### config.mk
export PLATFORM = sky130hd
export DESIGN_NAME = bp_pht_scheduler
export DESIGN_NICKNAME = d
export VERILOG_FILES = /design/src/rtl/bp_pkg.sv /design/src/rtl/bp_upd_fifo.sv /design/src/rtl/bp_pht_scheduler.sv
export SDC_FILE = /design/constraint.sdc
export NUM_CORES = 1
export LEC_CHECK = 0
export ABC_AREA = 1
export CORE_MARGIN = 4
export CORE_UTILIZATION = 29
export DETAILED_ROUTE_END_ITERATION = 12
export GPL_ROUTABILITY_DRIVEN = 0
export HOLD_SLACK_MARGIN = 0.12
export PLACE_DENSITY_LB_ADDON = 0.3
export SLEW_MARGIN = 20
export SYNTH_ARGS = -nofsm -noshare
export SYNTH_HDL_FRONTEND = slang
export SYNTH_SLANG_ARGS = --single-unit
### constraint.sdc
create_clock -name clk -period 2.9 [get_ports clk]
set_input_delay 0.29 -clock clk [delete_from_list [all_inputs] [get_ports clk]]
set_output_delay 0.29 -clock clk [all_outputs]
set_load 0.01 [all_outputs]
### src/rtl/bp_pkg.sv
// rtl/bp_pkg.sv - shared types, constants and counter helper for the PHT scheduler
package bp_pkg;

  typedef enum logic [1:0] {INIT, IDLE, UPD_RD, UPD_WR} bp_state_t;

  localparam logic [1:0] CTR_WNT = 2'b01;
  localparam logic [1:0] CTR_MAX = 2'b11;

  // Queue entries carry a fixed-width index; the top uses only its low IDX_W bits.
  localparam int IDX_MAX_W = 16;

  typedef struct packed {
    logic [IDX_MAX_W-1:0] idx;
    logic                 taken;
  } upd_entry_t;

  function automatic logic [1:0] ctr_update(input logic [1:0] c, input logic taken);
    if (taken) return (c == CTR_MAX) ? CTR_MAX : c + 2'd1;
    else       return (c == 2'b00)   ? 2'b00   : c - 2'd1;
  endfunction

endpackage

### src/rtl/bp_upd_fifo.sv
// rtl/bp_upd_fifo.sv - synchronous FIFO holding resolved branch updates
module bp_upd_fifo #(
  parameter int WIDTH = 8,
  parameter int DEPTH = 4
) (
  input  logic             clk,
  input  logic             rst_n,
  input  logic             i_push,
  input  logic [WIDTH-1:0] i_din,
  input  logic             i_pop,
  output logic [WIDTH-1:0] o_head,
  output logic             o_full,
  output logic             o_empty
);

  localparam int AW = $clog2(DEPTH);

  logic [WIDTH-1:0] r_mem [DEPTH];
  logic [AW-1:0]    r_wr_ptr;
  logic [AW-1:0]    r_rd_ptr;
  logic [AW:0]      r_count;
  logic             w_do_push;
  logic             w_do_pop;

  assign o_full    = (r_count == (AW+1)'(DEPTH));
  assign o_empty   = (r_count == '0);
  assign w_do_push = i_push && !o_full;
  assign w_do_pop  = i_pop && !o_empty;
  assign o_head    = r_mem[r_rd_ptr];

  always_ff @(posedge clk) begin
    if (w_do_push) r_mem[r_wr_ptr] <= i_din;
  end

  always_ff @(posedge clk or negedge rst_n) begin
    if (!rst_n) begin
      r_wr_ptr <= '0;
      r_rd_ptr <= '0;
      r_count  <= '0;
    end else begin
      if (w_do_push) r_wr_ptr <= r_wr_ptr + 1'b1;
      if (w_do_pop)  r_rd_ptr <= r_rd_ptr + 1'b1;
      case ({w_do_push, w_do_pop})
        2'b10:   r_count <= r_count + 1'b1;
        2'b01:   r_count <= r_count - 1'b1;
        default: r_count <= r_count;
      endcase
    end
  end

endmodule

### src/rtl/bp_pht_scheduler.sv
// rtl/bp_pht_scheduler.sv - single-port PHT arbiter, BHR owner and counter RMW sequencer
// Optional macro BP_UPD_BYPASS_EN lets an update skip an empty queue when fetch is idle.
module bp_pht_scheduler
  import bp_pkg::*;
#(
  parameter int FIFO_DEPTH  = 4,
  parameter int MAX_DEFER   = 8,
  parameter int BHR_BITS    = 4,
  parameter int BHR_ENTRIES = 8,
  parameter int PC_IDX_BITS = 2
) (
  input  logic                            clk,
  input  logic                            rst_n,
  input  logic                            lookup_valid,
  input  logic [31:0]                     lookup_pc,
  output logic                            lookup_ready,
  output logic                            pred_valid,
  output logic                            pred_taken,
  input  logic                            upd_valid,
  input  logic [31:0]                     upd_pc,
  input  logic                            upd_taken,
  output logic                            upd_ready,
  output logic                            pht_en,
  output logic                            pht_we,
  output logic [PC_IDX_BITS+BHR_BITS-1:0] pht_addr,
  output logic [1:0]                      pht_wdata,
  input  logic [1:0]                      pht_rdata,
  output logic                            init_done
);

  localparam int IDX_W = PC_IDX_BITS + BHR_BITS;
  localparam int SEL_W = $clog2(BHR_ENTRIES);
  localparam int DEF_W = $clog2(MAX_DEFER + 1);
  localparam int EW    = $bits(upd_entry_t);

  bp_state_t         r_state;
  logic [IDX_W-1:0]  r_sweep;
  logic [BHR_BITS-1:0] r_bhr [BHR_ENTRIES];
  logic [DEF_W-1:0]  r_defer;
  logic [IDX_W-1:0]  r_lat_idx;
  logic              r_lat_taken;
  logic [1:0]        r_new_ctr;
  logic              r_init_done;
  logic              r_pred_valid;

  logic [SEL_W-1:0]  w_lk_sel;
  logic [SEL_W-1:0]  w_upd_sel;
  logic [IDX_W-1:0]  w_lk_idx;
  logic [IDX_W-1:0]  w_upd_idx;
  upd_entry_t        w_din_e;
  upd_entry_t        w_head_e;
  logic [EW-1:0]     w_head;
  logic              w_full;
  logic              w_empty;
  logic              w_upd_hs;
  logic              w_upd_win;
  logic              w_bypass;
  logic              w_push;
  logic              w_in_idle;
  logic              w_unused;

  assign w_lk_sel  = lookup_pc[SEL_W+2:3];
  assign w_upd_sel = upd_pc[SEL_W+2:3];
  assign w_lk_idx  = {lookup_pc[PC_IDX_BITS+3:4], r_bhr[w_lk_sel]};
  assign w_upd_idx = {upd_pc[PC_IDX_BITS+3:4], r_bhr[w_upd_sel]};

  assign w_din_e.idx   = IDX_MAX_W'(w_upd_idx);
  assign w_din_e.taken = upd_taken;
  assign w_head_e      = upd_entry_t'(w_head);
  assign w_unused      = ^{lookup_pc, upd_pc, w_head_e.idx};

  assign w_in_idle = (r_state == IDLE);
  assign upd_ready = r_init_done && !w_full;
  assign w_upd_hs  = upd_valid && upd_ready;
  assign w_upd_win = w_in_idle && !w_empty &&
                     (!lookup_valid || (r_defer == DEF_W'(MAX_DEFER)) || w_full);
`ifdef BP_UPD_BYPASS_EN
  assign w_bypass  = w_in_idle && w_empty && !lookup_valid && w_upd_hs;
`else
  assign w_bypass  = 1'b0;
`endif
  assign w_push       = w_upd_hs && !w_bypass;
  assign lookup_ready = w_in_idle && !w_upd_win && !w_bypass && lookup_valid;
  assign pred_valid   = r_pred_valid;
  assign pred_taken   = r_pred_valid & pht_rdata[1];
  assign init_done    = r_init_done;

  bp_upd_fifo #(.WIDTH(EW), .DEPTH(FIFO_DEPTH)) u_fifo (
    .clk     (clk),
    .rst_n   (rst_n),
    .i_push  (w_push),
    .i_din   (w_din_e),
    .i_pop   (w_upd_win),
    .o_head  (w_head),
    .o_full  (w_full),
    .o_empty (w_empty)
  );

  // The sweep strobe is gated by rst_n so the RAM sees no access while reset is held.
  always_comb begin
    pht_en    = 1'b0;
    pht_we    = 1'b0;
    pht_addr  = '0;
    pht_wdata = '0;
    case (r_state)
      INIT: if (rst_n) begin
        pht_en = 1'b1; pht_we = 1'b1; pht_addr = r_sweep; pht_wdata = CTR_WNT;
      end
      IDLE: begin
        if (w_upd_win) begin
          pht_en = 1'b1; pht_addr = w_head_e.idx[IDX_W-1:0];
        end else if (w_bypass) begin
          pht_en = 1'b1; pht_addr = w_upd_idx;
        end else if (lookup_ready) begin
          pht_en = 1'b1; pht_addr = w_lk_idx;
        end
      end
      UPD_WR: begin
        pht_en = 1'b1; pht_we = 1'b1; pht_addr = r_lat_idx; pht_wdata = r_new_ctr;
      end
      default: ;
    endcase
  end

  always_ff @(posedge clk or negedge rst_n) begin
    if (!rst_n) begin
      r_state      <= INIT;
      r_sweep      <= '0;
      r_defer      <= '0;
      r_lat_idx    <= '0;
      r_lat_taken  <= 1'b0;
      r_new_ctr    <= '0;
      r_init_done  <= 1'b0;
      r_pred_valid <= 1'b0;
      for (int i = 0; i < BHR_ENTRIES; i++) r_bhr[i] <= '0;
    end else begin
      r_pred_valid <= lookup_ready;
      if (w_upd_hs) r_bhr[w_upd_sel] <= {r_bhr[w_upd_sel][BHR_BITS-2:0], upd_taken};
      case (r_state)
        INIT: begin
          r_sweep <= r_sweep + 1'b1;
          if (&r_sweep) begin
            r_state     <= IDLE;
            r_init_done <= 1'b1;
          end
        end
        IDLE: begin
          if (w_upd_win) begin
            r_lat_idx   <= w_head_e.idx[IDX_W-1:0];
            r_lat_taken <= w_head_e.taken;
            r_defer     <= '0;
            r_state     <= UPD_RD;
          end else if (w_bypass) begin
            r_lat_idx   <= w_upd_idx;
            r_lat_taken <= upd_taken;
            r_state     <= UPD_RD;
          end else if (lookup_ready && !w_empty && (r_defer != DEF_W'(MAX_DEFER))) begin
            r_defer <= r_defer + 1'b1;
          end
        end
        UPD_RD: begin
          r_new_ctr <= ctr_update(pht_rdata, r_lat_taken);
          r_state   <= UPD_WR;
        end
        UPD_WR:  r_state <= IDLE;
        default: r_state <= INIT;
      endcase
    end
  end

endmodule

* Word level (Yosys, flattened, before mapping) *
Memories as Yosys holds them, arrays and structs flattened.
Index checks and enable logic that the tools add are counted.

word-level totals
  register bits after elaboration = 62
  memory bits (writable) = 28
  bits of input ports = 71
  output and inout port bits = 15
  logic and storage cells = 103
  memories kept = 1

operators by class
  add/sub/neg operators = 8
  magnitude comparators = 3
  equal/unequal tests = 11
  muxes and demuxes = 31
  bitwise operators = 3
  reductions and logical operators = 27

memory list
  memory        words  bits a word  read ports  clocked after memory_dff  wr ports  line               text
  u_fifo.r_mem  4      7            1           0                         1         bp_upd_fifo.sv:18  logic [WIDTH-1:0] r_mem [DEPTH];

operators by type and width
  operator             count
  $bwmux 32            1
  $mux 4               7
  $bmux 4 s3           2
  $mux 6               3
  $pmux 6 s3           1
  $demux 4 s3          1
  $logic_and 1x1->1    11
  $mux 2               5
  $eq 2x2->1 const B   4
  $ge 4x4->1 const B   2
  $not 3->4            2
  $pmux 2 s4           1
  $reduce_and 7->1     1
  $add 2x1->2 const B  3
  $add 6x1->6 const B  1
  $mux 1               6
  $pmux 3 s2           1
  $reduce_and 2->1     3
  $reduce_and 6->1     1
  $add 4x1->4 const B  1
  $eq 2x1->1 const B   2
  $eq 4x4->1 const B   1
  $logic_not 1->1      4
  $logic_not 2->1      2
  other kinds (15)     17

* Depth between registers and ports, before layout *
Gate-level depths: netlist of the first run.

  depth in word-level cells = 11
  depth in mapped cells = 13

* Hierarchy *
From an unflattened synthesis of the first run, not the netlist that was laid out.

unflattened totals
  cell total of the unflattened synthesis = 723
  area total of the unflattened synthesis = 6434.9 um^2

by module, submodules not included
  module            times used  cells an instance  area an instance (um^2)  seq. area each (um^2)
  bp_pht_scheduler  1           464                3245.6                   1376.3
  bp_upd_fifo       1           259                3189.3                   2217.1

* Worst setup path after synthesis of the first run *
No wires, ideal clock.

  path type = reg-to-reg
  start = register r_state[1]
  end = register u_fifo.r_count[2]
  setup time = 131 ps
  arrival time = 2302 ps
  data required time = 2769 ps
  slack = 467 ps
  stages on the path, launching flop included = 14
  buffers on the path = 1
  clock period less this slack = 2433 ps
  cells stage by stage = dfrtp_1 -> inv_1 -> ha_1 -> inv_1 -> a21oi_4 -> nand2_2 -> inv_1 -> buf_4 -> ha_1 -> inv_1 -> fa_1 -> a21oi_1 -> o21ai_0 -> xor2_1

between the ends
  cells in the longest elaborated chain, start to end = 6
  elaborated cells between the ends (all ways) = 8
  those cells by class = eq/ne: 3; mux: 1; reduce/logical: 4

ends and longest elaborated chain
  item                                             line                     text
  from (decl)                                      bp_pht_scheduler.sv:36   bp_state_t r_state;
  from (signal assigned)                           bp_pht_scheduler.sv:127  r_state <= INIT;
  from (signal assigned)                           bp_pht_scheduler.sv:143  r_state <= IDLE;
  from (signal assigned)                           bp_pht_scheduler.sv:152  r_state <= UPD_RD;
  $eq 2x1->1 *                                     bp_pht_scheduler.sv:72   assign w_in_idle = (r_state == IDLE);
  $logic_and 1x1->1 * (2 in a row)                 bp_pht_scheduler.sv:75   assign w_upd_win = w_in_idle && !w_empty &&
  $logic_and 1x1->1 *                              bp_upd_fifo.sv:28        assign w_do_pop = i_pop && !o_empty;
  net u_fifo.w_do_pop                              bp_upd_fifo.sv:23        logic w_do_pop;
  $eq 2x1->1 or $eq 2x2->1 (tied branches)         bp_upd_fifo.sv:43        case ({w_do_push, w_do_pop})
  $pmux 3 s2 or $reduce_bool 2->1 (tied branches)  --
  to (signal assigned)                             bp_upd_fifo.sv:44        2'b10: r_count <= r_count + 1'b1;
  to (signal assigned)                             bp_upd_fifo.sv:45        2'b01: r_count <= r_count - 1'b1;
  to (signal assigned)                             bp_upd_fifo.sv:46        default: r_count <= r_count;
  to (decl)                                        bp_upd_fifo.sv:21        logic [AW:0] r_count;

The timed path passes the listed nets; every way through them passes the cells marked *.
A chain may end at the register's enable or synchronous reset.

* Final worst setup path of the first run *
  start = register r_state[1]
  end = output pht_addr[4]

between the ends
  cells in the longest elaborated chain, start to end = 9
  elaborated cells between the ends (all ways) = 11
  those cells by class = eq/ne: 2; mux: 3; reduce/logical: 6

ends and longest elaborated chain
  item                            line                                             text
  $eq 2x1->1                      bp_pht_scheduler.sv:72, bp_pht_scheduler.sv:105
  $logic_and 1x1->1 (2 in a row)  bp_pht_scheduler.sv:75
  $logic_not 1->1                 bp_pht_scheduler.sv:83                           assign lookup_ready = w_in_idle && !w_upd_win && !w_bypass && lookup_valid;
  $logic_and 1x1->1 (2 in a row)  bp_pht_scheduler.sv:83
  $mux 6                          bp_pht_scheduler.sv:114                          end else if (lookup_ready) begin
  $mux 6                          bp_pht_scheduler.sv:110                          if (w_upd_win) begin
  $pmux 6 s3 *                    bp_pht_scheduler.sv:105                          case (r_state)
  to (decl)                       bp_pht_scheduler.sv:25                           output logic [PC_IDX_BITS+BHR_BITS-1:0] pht_addr,

Every way passes the cells marked *; elsewhere a longest branch is shown, timed or not.

==> flow_summary.json, run 1 <==
{
  "status": "finished, final reports clean",
  "start_kind": "register",
  "yosys_warnings": 0,
  "synth_area_um2": 4870,
  "cts.clk_slew.worst_paths_ps": 60,
  "cp-endpoint": "pht_addr[4]",
  "port_buffers": 27,
  "cp_max_fo": 10,
  "clk_latency_ps": 350,
  "postCtsHoldBufs": 0,
  "leakage_nw": 2.96,
  "rr_endpoint": "u_fifo.r_count[2]",
  "clockBufferDepth": 2,
  "routedWlPerCell_um": 13.6,
  "tritoncts": "built",
  "synth_edf_count": 28,
  "power.density_nw_per_um2": 453,
  "grt_start_max_net_pins": 63,
  "startpoint": "r_state[1]",
  "post_dp_cell_area_um2": 5420,
  "whs_ps": 235,
  "synth-main-ff-cell": "dfrtp_1",
  "rr_startpoint": "r_state[1]",
  "htreeDepth": 3,
  "start_util_pct": 29.5,
  "timing.final.ws_setup_ps": 160,
  "dieHeight_um": 138,
  "rows": 47,
  "postRouteWirelength_mm": 11.8,
  "period_needed_ps": 2740,
  "drcViolationCount": 0,
  "total_power_w": 0.00261,
  "required_ps": 2610,
  "setup_viol": 0,
  "ioPinCount": 86,
  "gr-max-usage-layer": "met2",
  "cts_buffers": 9,
  "met1_usage_pct": 18.7,
  "ys_seq_elements": 90,
  "grt_pass1_wl_mm": 19.7,
  "max_slew_margin_pct": 45.3,
  "grt.met3_usage_pct": 2.56,
  "grt_use_total_pct": 13.4,
  "antenna_found_initial": 0,
  "clk_root_buffer_cell": "clkbuf_16",
  "hp-class": "in2async",
  "vias_per_cell": 4.43,
  "syn_avg_cell_area_um2": 8.02,
  "syn_inst": 607,
  "synthArstFlopShare_pct": 68.9,
  "ir_worst_vdd_v": 0.000262,
  "worst_pin_slew_ps": 820,
  "ant_nets": 0,
  "via_count": 3855,
  "nets": 732,
  "tns_ps": 0,
  "dieArea_um2": 18900,
  "cts_num_sinks": 90,
  "clock_skew_ps": 11.8,
  "drt_first_pass_iters": 4,
  "fmax_ghz": 0.365,
  "end_kind": "output pin",
  "rrSetupSlack_ps": 460,
  "finalInstanceArea_um2": 5750,
  "place_hpwl_mm": 8.34,
  "yosysUniqueCellTypes": 41,
  "preCtsSetupSlack_ps": 253,
  "timing.final.crit_share_pct": 94.5,
  "n_antenna_cell": 0,
  "worst-endpoint-arrival_ps": 2450,
  "worstRegToRegCells": 12,
  "final_hold_viol_count": 0,
  "grt-ovfl-total": 0,
  "ys_seq_area_share_pct": 49.1,
  "crit_type": "reg2out",
  "drv_cap": 0,
  "core_area_um2": 16500,
  "die_w_um": 138,
  "synth_nets": 693,
  "drt_iter0_drc": 255,
  "rsz0062_at_grt": "false",
  "drive_above_1_share_pct": 10.3,
  "area_growth_pct": 18.1,
  "grt_pass1_vias": 3858,
  "slew_viol_final": 0,
  "met2_usage_pct": 21.3
}
==> power by group <==
group / switching [W] / internal (W) / total [W]
Sequential: 0 / 0.00131 / 0.00131
Clock: 0.000504 / 0.000666 / 0.00117
Combinational: 0.0000865 / 0.0000419 / 0.000128
==> how the worst min path moves through the flow <==
stage                       to  slack (ps)  depth (start not counted)
finish              r_sweep[0]         230                          2
global route        r_sweep[0]         330                          2
CTS                  r_bhr[14]         280                          2
detailed placement  r_sweep[4]         490                          1
global placement    r_sweep[3]         480                          1
floorplan            init_done          -6                          0
==> layout make-up <==
class	count	area, µm²
flip-flops and latches	90	2390
well taps	220	275
clock inverters	7	68.8
clock buffers	9	225
inverters	93	349
fillers	1741	10800
multi-input cells	408	2040
repair buffers	44	403
==> synthesized netlist by cell type, types with 4 or more instances <==
cell type    n  share of area [%]
nand3_1     46                4.7
nand2_1    224                 17
nor2_2       6               0.77
o21bai_1     4               0.62
inv_2       10               0.77
o21ai_0     30                3.1
a21oi_1      7               0.72
nor2_1      34                2.6
inv_1       83                6.4
dfrtp_1     62                 32
xor2_1       9                1.6
edfxtp_1    28                 17
ha_1        14                3.6
buf_4        4               0.62
o22ai_1      5               0.64
buf_2        7               0.72
==> cells by family (layout without fill, tap and decap cells) <==
kind of cell / Yosys count / in the layout / share of synthesized area (%)
simple gates: 329 / 329 / 29.3
buf+inv: 109 / 153 / 9.30
flops: 90 / 90 / 49.1
compound gates: 54 / 54 / 6.52
fa+ha+maj: 15 / 15 / 4.01
xor+xnor: 10 / 10 / 1.80
==> cells in the final DEF (no fill, tap or decap), drive strengths merged <==
cell type	n
o31ai	1
ha	14
nand4	3
clkinv	3
nor2	44
a21oi	9
nor3	1
buf	18
a21boi	1
o21bai	4
bufinv	1
nand3b	2
xor2	9
clkbuf	9
o21a	1
dlymetal6s2s	4
edfxtp	28
nand3	49
o41ai	1
inv	94
xnor2	1
fa	1
nand2	228
o22ai	5
o21ai	30
or2	1
dfrtp	62
clkdlybuf4s50	22
a31oi	1
a41oi	1
clkinvlp	2
nor4	1
==> worst max-delay path: stages, from the launching register on <==
cell,delay [ps]
dfrtp_1,440
inv_1,130
ha_1,180
inv_1,90
a21oi_4,190
nand2_4,130
inv_2,120
nand2_1,90
nand3b_1,110
nand2_1,50
inv_1,50
clkdlybuf4s50_1,530
==> sequential cells by signal (all words and copies together) (netlist names), 3 cells and up <==
name / cells
r_defer: 4
r_sweep: 6
r_bhr: 32
u_fifo.r_mem: 28
u_fifo.r_count: 3
r_lat_idx: 6
==> through the flow <==
step | utilization (%) | cells
after floorplan | - | 607
after global placement | 32.8 | 853
after detailed placement | 32.8 | 853
after CTS | 34.7 | 871
after global routing | 34.8 | 871
final | 34.8 | 871
==> repair_timing <==
item                       4_1_cts  5_1_grt
setup endpoints to repair        6        7
gates resized for setup          1        8
gates cloned                     0        0
buffers inserted                 2        0
pin swaps                        0        0
==> layer usage <==
layer / routed length (µm) / vias to the layer above
met5: 0 / -
met4: 198 / 0
met3: 369 / 15
met2: 5320 / 57
met1: 5930 / 1812
li1: - / 1971
(Power assumes the default switching activity.)
==> run 2: changes to the inputs <==
--- a/config.mk
+++ b/config.mk
@@ -8,11 +8,12 @@
 export ABC_AREA = 1
 export CORE_MARGIN = 4
 export CORE_UTILIZATION = 29
+export CTS_CLUSTER_DIAMETER = 80
 export DETAILED_ROUTE_END_ITERATION = 12
 export GPL_ROUTABILITY_DRIVEN = 0
 export HOLD_SLACK_MARGIN = 0.12
 export PLACE_DENSITY_LB_ADDON = 0.3
-export SLEW_MARGIN = 20
+export SLEW_MARGIN = 15
 export SYNTH_ARGS = -nofsm -noshare
 export SYNTH_HDL_FRONTEND = slang
 export SYNTH_SLANG_ARGS = --single-unit
==> results of run 2 <==
The final DEF is identical to that of run 1; final timing and power are the same.
